<file path="src/rtl/spi_tx_seq.sv">
// spi_tx_seq: frame sequencer in front of a 16-bit SPI master.
// Host words queue in a small FIFO; each word is launched with a one-cycle
// st pulse, the master's LOAD rise closes the frame and the received word is
// handed back as a one-cycle rx_vld strobe. A fixed idle gap separates frames
// and a per-frame watchdog aborts frames the master never completes.
module spi_tx_seq #(
  parameter int AW  = 2,
  parameter int GAP = 4,
  parameter int TMO = 1023
) (
  input  logic          clk,
  input  logic          RESET,
  input  logic          wr_en,
  input  logic [15:0]   wr_dat,
  output logic          full,
  output logic [AW:0]   cnt,
  output logic          st,
  output logic [15:0]   MTX_DAT,
  input  logic          LOAD,
  input  logic [15:0]   MRX_DAT,
  output logic          rx_vld,
  output logic [15:0]   rx_dat,
  output logic          busy,
  output logic          tmo_err
);

  localparam int           DEPTH    = 1 << AW;
  localparam logic [AW:0]  DEPTH_C  = (AW+1)'(DEPTH);
  localparam logic [7:0]   GAP_LAST = 8'(GAP - 1);
  // Timer is compared one below TMO so the flag is visible exactly TMO
  // cycles after the st cycle.
  localparam logic [15:0]  TMO_LAST = 16'(TMO - 1);

  typedef enum logic [2:0] {
    S_IDLE,
    S_START,
    S_WAIT_LO,
    S_WAIT_HI,
    S_GAP
  } state_t;

  state_t         state_q, state_d;
  logic [15:0]    mem_q [DEPTH];
  logic [AW-1:0]  wptr_q, rptr_q;
  logic [AW:0]    cnt_q;
  logic           st_q, st_d;
  logic [15:0]    mtx_q, mtx_d;
  logic           rx_vld_q, rx_vld_d;
  logic [15:0]    rx_dat_q, rx_dat_d;
  logic           tmo_q, tmo_d;
  logic [15:0]    tmr_q, tmr_d;
  logic [7:0]     gcnt_q, gcnt_d;
  logic           load_q;

  logic push, pop, rise, tmo_hit;

  assign full    = (cnt_q == DEPTH_C);
  assign push    = wr_en & ~full;
  // Head word leaves the FIFO in the IDLE cycle that launches it.
  assign pop     = (state_q == S_IDLE) && (cnt_q != '0);
  assign rise    = LOAD & ~load_q;
  assign tmo_hit = (tmr_q == TMO_LAST);

  // FIFO storage; contents need no reset since pointers gate every read.
  always_ff @(posedge clk) begin
    if (push) mem_q[wptr_q] <= wr_dat;
  end

  // FIFO pointers and occupancy; a full-cycle write is dropped even if a pop
  // happens in the same cycle.
  always_ff @(posedge clk) begin
    if (RESET) begin
      wptr_q <= '0;
      rptr_q <= '0;
      cnt_q  <= '0;
    end else begin
      if (push) wptr_q <= wptr_q + 1'b1;
      if (pop)  rptr_q <= rptr_q + 1'b1;
      if (push && !pop)      cnt_q <= cnt_q + 1'b1;
      else if (!push && pop) cnt_q <= cnt_q - 1'b1;
    end
  end

  // Sequencer state, frame outputs, watchdog and gap counters.
  always_ff @(posedge clk) begin
    if (RESET) begin
      state_q  <= S_IDLE;
      st_q     <= 1'b0;
      mtx_q    <= '0;
      rx_vld_q <= 1'b0;
      rx_dat_q <= '0;
      tmo_q    <= 1'b0;
      tmr_q    <= '0;
      gcnt_q   <= '0;
      load_q   <= 1'b1;
    end else begin
      state_q  <= state_d;
      st_q     <= st_d;
      mtx_q    <= mtx_d;
      rx_vld_q <= rx_vld_d;
      rx_dat_q <= rx_dat_d;
      tmo_q    <= tmo_d;
      tmr_q    <= tmr_d;
      gcnt_q   <= gcnt_d;
      load_q   <= LOAD;
    end
  end

  // Next-state logic: launch, wait for the master's LOAD low/high handshake,
  // abort on watchdog (a rise in the same cycle takes priority), then gap.
  always_comb begin
    state_d  = state_q;
    st_d     = 1'b0;
    mtx_d    = mtx_q;
    rx_vld_d = 1'b0;
    rx_dat_d = rx_dat_q;
    tmo_d    = tmo_q;
    tmr_d    = tmr_q;
    gcnt_d   = gcnt_q;
    case (state_q)
      S_IDLE: begin
        if (pop) begin
          st_d    = 1'b1;
          mtx_d   = mem_q[rptr_q];
          tmr_d   = '0;
          state_d = S_START;
        end
      end
      S_START: begin
        tmr_d = tmr_q + 16'd1;
        if (tmo_hit) begin
          tmo_d   = 1'b1;
          gcnt_d  = '0;
          state_d = S_GAP;
        end else begin
          state_d = S_WAIT_LO;
        end
      end
      S_WAIT_LO, S_WAIT_HI: begin
        tmr_d = tmr_q + 16'd1;
        if (rise) begin
          // Also covers a frame so short that LOAD rose before WAIT_HI.
          rx_dat_d = MRX_DAT;
          rx_vld_d = 1'b1;
          gcnt_d   = '0;
          state_d  = S_GAP;
        end else if (tmo_hit) begin
          tmo_d   = 1'b1;
          gcnt_d  = '0;
          state_d = S_GAP;
        end else if (state_q == S_WAIT_LO && !LOAD) begin
          state_d = S_WAIT_HI;
        end
      end
      S_GAP: begin
        gcnt_d = gcnt_q + 8'd1;
        if (gcnt_q == GAP_LAST) state_d = S_IDLE;
      end
      default: state_d = S_IDLE;
    endcase
  end

  assign cnt     = cnt_q;
  assign st      = st_q;
  assign MTX_DAT = mtx_q;
  assign rx_vld  = rx_vld_q;
  assign rx_dat  = rx_dat_q;
  assign busy    = (state_q != S_IDLE);
  assign tmo_err = tmo_q;

endmodule
</file>
<file path="config.mk">
export PLATFORM = sky130hd
export DESIGN_NAME = spi_tx_seq
export DESIGN_NICKNAME = d
export VERILOG_FILES = /design/src/rtl/spi_tx_seq.sv
export SDC_FILE = /design/constraint.sdc
export NUM_CORES = 1
export LEC_CHECK = 0
export BUFFER_PORTS_ARGS = -buffer_cell sky130_fd_sc_hd__buf_4
export CELL_PAD_IN_SITES_DETAIL_PLACEMENT = 2
export CELL_PAD_IN_SITES_GLOBAL_PLACEMENT = 2
export CORE_ASPECT_RATIO = 1.4
export CORE_UTILIZATION = 30
export CTS_BUF_LIST = sky130_fd_sc_hd__clkbuf_8
export CTS_CLUSTER_DIAMETER = 30
export DETAILED_ROUTE_END_ITERATION = 10
export PLACE_DENSITY_LB_ADDON = 0.2
export SLEW_MARGIN = 0
export SYNTH_ARGS = -nofsm -noshare
export SYNTH_HDL_FRONTEND = slang
export SYNTH_SLANG_ARGS = --single-unit
</file>
<file path="constraint.sdc">
create_clock -name clk -period 3.6 [get_ports clk]
set_input_delay 0.54 -clock clk [delete_from_list [all_inputs] [get_ports clk]]
set_output_delay 0.54 -clock clk [all_outputs]
set_load 0.1 [all_outputs]
</file>
* Yosys cells after proc, flatten, opt, wreduce, memory -nomap -nowiden
Memory sizes are Yosys's and may differ from the RTL's. A register that Yosys moved wholly into a read port is not among the register bits.
Cells that the tools add are included.
** Cells by class
- Add/subtract/negate cells :: 6
- Equal/unequal tests :: 11
- Mux-type cells :: 21
- Bitwise gates (word level) :: 6
- Reductions and logical operators :: 23
** Operators by type and width (count)
- case mux 16 bit (2 select lines) :: 1
- two-way mux 3 bit :: 8
- case mux 8 bit (3 select lines) :: 1
- adder 16 x 1 -> 16 bit (second input constant) :: 1
- equality test 16 x 10 -> 1 bit (second input constant) :: 1
- two-way mux 16 bit :: 1
- two-way mux 8 bit :: 2
- case mux 3 bit (4 select lines) :: 1
- nonzero test 3 bit :: 3
- adder 8 x 1 -> 8 bit (second input constant) :: 1
- equality test 8 x 2 -> 1 bit (second input constant) :: 1
- AND reduction 2 bit :: 4
- equality test 3 x 2 -> 1 bit (second input constant) :: 2
- equality test 3 bit (second input constant) :: 2
- two-way mux 1 bit :: 6
- != test 2 bit (second input constant) :: 3
- nonzero test 2 bit :: 3
- OR reduction 2 bit :: 3
- adder 2 x 1 -> 2 bit (second input constant) :: 2
- logical AND 1 bit :: 4
- != test 4 bit (second input constant) :: 1
- inverter 1 bit :: 4
- adder 3 x 1 -> 3 bit (second input constant) :: 1
- equality test 3 x 1 -> 1 bit (second input constant) :: 1
- other kinds (7) :: 10
** Word-level totals
- Register bits :: 54
- Memory bits (writable) :: 64
- Output and inout bits :: 40
- Logic and storage cells :: 79
- Memories :: 1
** Memories
- mem_q :: depth 4, bits a word 16, rd ports 1, clocked after Yosys merged registers in 1, wr ports 1, line 43 : logic [15:0] mem_q [DEPTH];

* Longest topological paths before layout
Gate-level depths: netlist of run 1.
- Depth in word-level cells :: 7
- Depth in mapped cells :: 11
- Gate-level depth less buffers :: 10

* Least setup slack after synthesis of run 1
Ideal clock, no wire load.
- Path type :: flip-flop to flip-flop
- From :: reg cnt_q[2], in the netlist cnt[2]
- To :: reg cnt_q[2], in the netlist cnt[2]
- Library setup time :: 70 ps
- Arrival time :: 4615 ps
- Data required time :: 3530 ps
- Path slack :: -1085 ps
- Stages on the path, launching flop included :: 10
- Buffers on the path :: 1
- Cell sequence :: dfxtp_1 -> nor3b_1 -> nor2b_1 -> clkbuf_1 -> ha_1 -> inv_1 -> fa_1 -> xor2_1 -> or3_1 -> a21oi_1
** On the way
- Longest elaborated chain between the ends :: 6
** RTL lines
- start, declared :: line 45 : logic [AW:0] cnt_q;
- start signal, assigned :: line 79 : if (push && !pop) cnt_q <= cnt_q + 1'b1;
- start signal, assigned :: line 80 : else if (!push && pop) cnt_q <= cnt_q - 1'b1;
- equality test 3 bit * :: line 57 : assign full = (cnt_q == DEPTH_C);
- named net full :: line 15 : output logic full,
- inverter 1 bit * :: line 58 : assign push = wr_en & ~full;
- AND 1 bit * :: line 58
- named net push :: line 55 : logic push, pop, rise, tmo_hit;
- logical NOT 1 bit :: line 80
- logical AND 1 bit :: line 80
- nonzero test 2 bit (no line)
Mark *: on every way through the listed nets, which the timed path passes. The rest lies on a longest branch. The select of a mux whose other input is x is not followed.
A chain may end at the register's enable or synchronous reset.

* Final worst setup path of run 1
- From :: reg cnt_q[0], in the netlist cnt[0]
- To :: reg cnt_q[2], in the netlist cnt[2]
** On the way
- Longest elaborated chain between the ends :: 6
** RTL lines
- branches (longest 6 deep; another with subtractor 3 x 1 -> 3 bit)
Several ways; the timed one is not identified. The select of a mux whose other input is x is not followed.

==> results of run 1 <==
[final cells by class]
type                            instances  area, um^2  area share (%)
Sequential cell                       134        3320            51.3
Multi-Input combinational cell        279        1840            28.4
Timing Repair Buffer                   79         593            9.16
Tap cell                              232         290            4.48
Clock buffer                           17         234            3.61
Clock inverter                         15         168            2.59
Inverter                                8        30.0           0.464
[metal layers]
| metal | global-route usage [%] | wire length (um) | vias up | part of all wire (%) |
|---|---|---|---|---|
| met5 | 0 | 0 | - | 0 |
| met4 | 7.24 | 343 | 0 | 2.6 |
| met3 | 3.58 | 303 | 26 | 2.3 |
| met2 | 30.0 | 7290 | 52 | 56 |
| met1 | 16.4 | 5170 | 1843 | 39 |
| li1 | - | - | 1734 | - |
[layout by cell type, fill, tap and decap left out, types with 2 or more instances in the layout]
master | netlist | routed
o21ai_0 | 7 | 7
and3_1 | 5 | 5
xnor2_1 | 4 | 4
inv_1 | 7 | 8
nor2b_1 | 3 | 3
or3_1 | 3 | 3
dfxtp_1 | 70 | 70
bufinv_16 | 0 | 2
edfxtp_1 | 64 | 64
a311oi_1 | 2 | 2
inv_6 | 0 | 6
a21oi_1 | 49 | 49
a31oi_1 | 4 | 4
and2_1 | 5 | 5
nor3_1 | 9 | 9
ha_1 | 8 | 8
nand2_1 | 78 | 78
clkbuf_8 | 0 | 17
and4_1 | 3 | 3
or2_2 | 2 | 2
buf_4 | 0 | 79
xor2_1 | 11 | 11
inv_8 | 0 | 2
nand3_1 | 6 | 6
clkinv_4 | 0 | 2
mux4_2 | 16 | 16
nor2_1 | 34 | 34
nand4_1 | 7 | 7
mux2i_1 | 3 | 3
[flip-flops by register name, summed over array words and instances, names as in the netlist]
signal / cells
cnt: 3
st: 1
MTX_DAT: 16
rx_dat: 16
gcnt_q: 8
load_q: 1
tmr_q: 16
tmo_err: 1
rx_vld: 1
mem_q: 64
state_q: 3
rptr_q: 2
wptr_q: 2
[report_power, final]
part	internal (mW)	switching, mW
logic	0.464	1.30
registers	1.79	0.137
clock network	0.635	0.658
[per-stage QoR]
stage	setup slack, ps	power (mW)	cell area, um^2	instances
finish	761	4.99	6480	764
global route	531	5.26	6480	764
CTS	711	5.09	6480	764
detailed placement	745	3.77	6070	732
global placement	898	3.72	6070	732
floorplan	315	3.29	5270	440
[worst max-delay path, cell delays in order (launching register included)]
cell	delay (ps)
dfxtp_1	400
nor3_2	440
nor2_2	50
buf_4	220
inv_2	300
ha_1	270
inv_1	80
fa_1	370
xor2_1	160
or3_1	310
a21oi_1	150
[synth_stat cells, types with 2 or more instances]
cell      count  area (um^2)
nor2b_1       3         18.8
xor2_1       11         96.3
o21ai_0       7         35.0
mux2i_1       3         30.0
dfxtp_1      70         1400
and4_1        3         26.3
nor3_1        9         45.0
nor2_1       34          128
edfxtp_1     64         1920
nand2_1      78          293
or3_1         3         18.8
and3_1        5         31.3
a311oi_1      2         17.5
and2_1        5         31.3
buf_2         3         15.0
ha_1          8          100
clkbuf_1     14         52.6
inv_1         7         26.3
mux4_2       16          360
nand3_1       6         30.0
a31oi_1       4         25.0
xnor2_1       4         35.0
buf_1         2         7.51
or2_2         2         12.5
a21oi_1      49          245
nand4_1       7         43.8
[worst paths after layout]
path	from	end	slack [ps]
worst max-delay path	cnt[0]$_SDFFE_PP0P_	cnt[2]$_SDFFE_PP0P_	760
worst min-delay path	wr_dat[1]	mem_q[1][1]$_DFFE_PP_	290
worst min register to register	rx_dat[4]$_SDFFE_PP0P_	rx_dat[4]$_SDFFE_PP0P_	460
worst max register to register	cnt[0]$_SDFFE_PP0P_	cnt[2]$_SDFFE_PP0P_	760
[cell families (layout without fill, tap and decap cells)]
kind of cell | after synthesis | in the layout | synth area share [%]
AOI/OAI and AO/OA | 69 | 69 | 7.45
xor gates and xnor gates | 15 | 15 | 2.50
adders and majority gates | 9 | 9 | 2.29
buffers and inverters | 27 | 119 | 2.00
DFF | 134 | 134 | 63.2
muxes | 19 | 19 | 7.43
and+or+nand+nor | 167 | 167 | 15.1
==> impl_metrics.yaml, run 1 <==
run_status:
  status: "finished, final reports clean"
timing:
  report.final.hold_viol_count: 0
  worst_clock_skew_ps: 12.4
  final.setup.tns_ps: 0
  setup_viol: 0
  finalCriticalPeriod_ps: 2840
  worstMarginPinSlew_ps: 966
  fmax_ghz: 0.352
  whs_ps: 287
  max_slew_margin_pct: 35.6
  final_max_slew_viol_count: 0
  rsz0062_at_grt: "false"
  finalCritPeriodShare_pct: 78.9
worst_setup_path:
  end_kind: "flop"
  critPathLaunchType: "flop"
  criticalPathCategory: "flop to flop"
  r2r_cells: 10
  cp_max_fo: 19
  critPathRequiredTime_ps: 3980
  cp.arrival_ps: 3220
routing:
  vias_per_cell: 4.78
  firstDrtPassIters: 3
  post_drt_wl_per_cell_um: 17.2
  vias: 3655
  detail-route-antenna-nets: 0
  remaining_drc_errors: 0
  drt_iter0_markers: 88
  wl_mm: 13.1
place:
  gp_congestion: 0.699
  hpwl_mm: 9.13
  port_buffers: 75
die:
  die_h_um: 159
  dieArea_um2: 18100
  die_w_um: 114
  initial_utilization_pct: 31.0
  core_region_area_um2: 17000
  rows: 56
  ios: 76
synth:
  synth_ff_type: "dfxtp_1"
  syn_inst: 440
  syn_area_per_cell_um2: 11.9
  synth.distinct_cells: 47
  yosysSeqAreaShare_pct: 63.2
  synth-edff-count: 64
  syn-num-nets: 485
  synth-warning-count: 0
  async_flop_share_pct: 0
  ys_ff_latch: 134
  syn_area_um2: 5260
clock_tree:
  cts_buffers: 17
  cts_max_level: 4
  cts_setup_buffers: 0
  path_clk_slew_ps: 90
  cts_tree: "built"
  postCtsHoldBufs: 0
  clk_latency_ps: 450
  root_buffer: "clkbuf_8"
  post_cts_resize_count: 0
  clockBufferDepth: 2
  cts.sink_count: 134
final_layout:
  final_nets: 564
  final_util_pct: 38.2
  fillers: 1824
  drive_gt1_share_pct: 25.6
  area_growth_pct: 23.2
  diodes: 0
pwr:
  p_per_area_nw_per_um2: 771
  p_leak_nw: 2.34
  vdd_drop_max_mv: 0.429
global_route:
  grtUsageTotal_pct: 15.8
  grt_pass1_wl_mm: 21.1
  grt_pass1_vias: 4078
  antenna_found_initial: 0
  grt_overflow_total: 0
  grt_max_degree: 32
worst_hold_path:
  hp-class: "primary input to flop"
  min_path_cells: 1
run:
  maxCapViolCount: 0
(Power assumes the default switching activity.)
==> run 2: changes to the inputs <==
- clock period: 3.6 -> 2.85 ns (I/O delays scaled with it)
==> run 2 against run 1 <==
Net effect:
- combinational power up 29%
- fmax rose by 26%
- critical path type unchanged
- sequential share of layout area is 0.59 points lower
- critical path depth down 1
==> impl_metrics.yaml, run 2 (same netlist as run 1, synthesis figures left out) <==
run_status:
  status: "finished, final reports clean"
global_route:
  grt_overflow_total: 0
  grt_pass1_vias: 4154
  grtUsageTotal_pct: 16.5
  grt_pass1_wl_mm: 22.1
  antenna_found_initial: 0
  grt_max_degree: 31
worst_setup_path:
  critPathRequiredTime_ps: 3230
  criticalPathCategory: "flop to flop"
  critPathLaunchType: "flop"
  cp.arrival_ps: 2630
  slowest_stage: "nor3_2"
  critPathTopFamily: "simple AND/OR/NAND/NOR gates"
  path_cells: "nor3_2 > nor2_2 > inv_2 > ha_1 > inv_1 > fa_1 > xor2_1 > or3_1 > a21oi_1"
  end_kind: "flop"
  cp.buffers_inverters: 2
  cp_max_fo: 5
  critPathMaxStageDelay_ps: 410
final_layout:
  drive_gt1_share_pct: 27.1
  fin_area_um2: 6560
  final_common_cell: "buf_4"
  final_util_pct: 38.7
  area_growth_pct: 24.9
  stdcell_count: 770
  final_nets: 570
  fillers: 1821
  seq_area_um2: 3330
  layout_common_cells: "buf_4 (85), nand2_1 (78), dfxtp_1 (67)"
  diodes: 0
  multi_input_area_um2: 1840
  top_register: "mem_q"
  largest_reg_flops: 64
clock_tree:
  cts_tree: "built"
  postCtsHoldBufs: 0
  clockBufferDepth: 2
  cts.sink_count: 134
  root_buffer: "clkbuf_8"
  cts_buffers: 17
  post_cts_resize_count: 0
  cts_setup_buffers: 0
  cts_max_level: 4
  path_clk_slew_ps: 80
  clk_latency_ps: 450
timing:
  fmax_ghz: 0.444
  max_slew_margin_pct: 33.1
  setup_viol: 0
  worstMarginPinSlew_ps: 1000
  whs_ps: 172
  finalCriticalPeriod_ps: 2250
  report.final.hold_viol_count: 0
  finalCritPeriodShare_pct: 79.0
  rsz0062_at_grt: "false"
  worst_clock_skew_ps: 11.1
  final_max_slew_viol_count: 0
  final.setup.tns_ps: 0
die:
  initial_utilization_pct: 31.0
  rows: 56
  ios: 76
  core_region_area_um2: 17000
  die_h_um: 159
  dieArea_um2: 18100
  die_w_um: 114
routing:
  drt_iter0_markers: 128
  remaining_drc_errors: 0
  post_drt_wl_per_cell_um: 17.6
  vias_per_cell: 4.86
  wl_mm: 13.6
  detail-route-antenna-nets: 0
  vias: 3740
  firstDrtPassIters: 4
pwr:
  p_leak_nw: 2.38
  vdd_drop_max_mv: 0.476
  p_per_area_nw_per_um2: 988
place:
  placed_cell_area_um2: 6130
  dp_cells: 738
  port_buffers: 75
  hpwl_mm: 9.19
  gp_congestion: 0.707
run:
  maxCapViolCount: 0
worst_hold_path:
  hp-class: "primary input to flop"
run 2: cell types whose count changed in the layout (fill, tap and decap cells not counted), sizes merged:
| cell | previous run | this run |
|---|---|---|
| clkinvlp | 1 | 2 |
| inv | 17 | 14 |
| bufinv | 2 | 4 |
| buf | 79 | 85 |
run 2: final cells by class:
class                           count  share of cell area, %
Sequential cell                   134                   50.7
Multi-Input combinational cell    279                   28.0
Clock inverter                     15                   3.11
Clock buffer                       17                   3.56
Tap cell                          232                   4.42
Timing Repair Buffer               85                   9.72
Inverter                            8                  0.457
run 2: final timing paths:
kind / to / from / depth (start not counted) / slack [ps]
min: mem_q[0][3]$_DFFE_PP_ / wr_dat[3] / 1 / 170
min reg2reg: rx_dat[6]$_SDFFE_PP0P_ / rx_dat[6]$_SDFFE_PP0P_ / 2 / 460
max reg2reg: cnt[2]$_SDFFE_PP0P_ / cnt[0]$_SDFFE_PP0P_ / 9 / 600
max: cnt[2]$_SDFFE_PP0P_ / cnt[0]$_SDFFE_PP0P_ / 9 / 600
run 2: routing by layer:
layer	GRT usage (%)	routed length, um	vias up
met5	0	0	-
met4	7.42	269	0
met3	3.08	381	21
met2	31.9	7700	56
met1	17.0	5230	1920
li1	-	-	1743
run 2: power by group:
| part | internal (mW) | switching [mW] |
|---|---|---|
| sequential | 2.27 | 0.165 |
| combinational | 0.615 | 1.68 |
| clock | 0.961 | 0.798 |
| total | 3.84 | 2.64 |
run 2: per-stage QoR:
stage                     power [mW]  setup WS, ps
final                           6.49           600
after global placement          4.74           712
after detailed placement        4.81           585
after CTS                       6.60           574
after floorplan                 4.17          82.8
after global routing            6.80           454
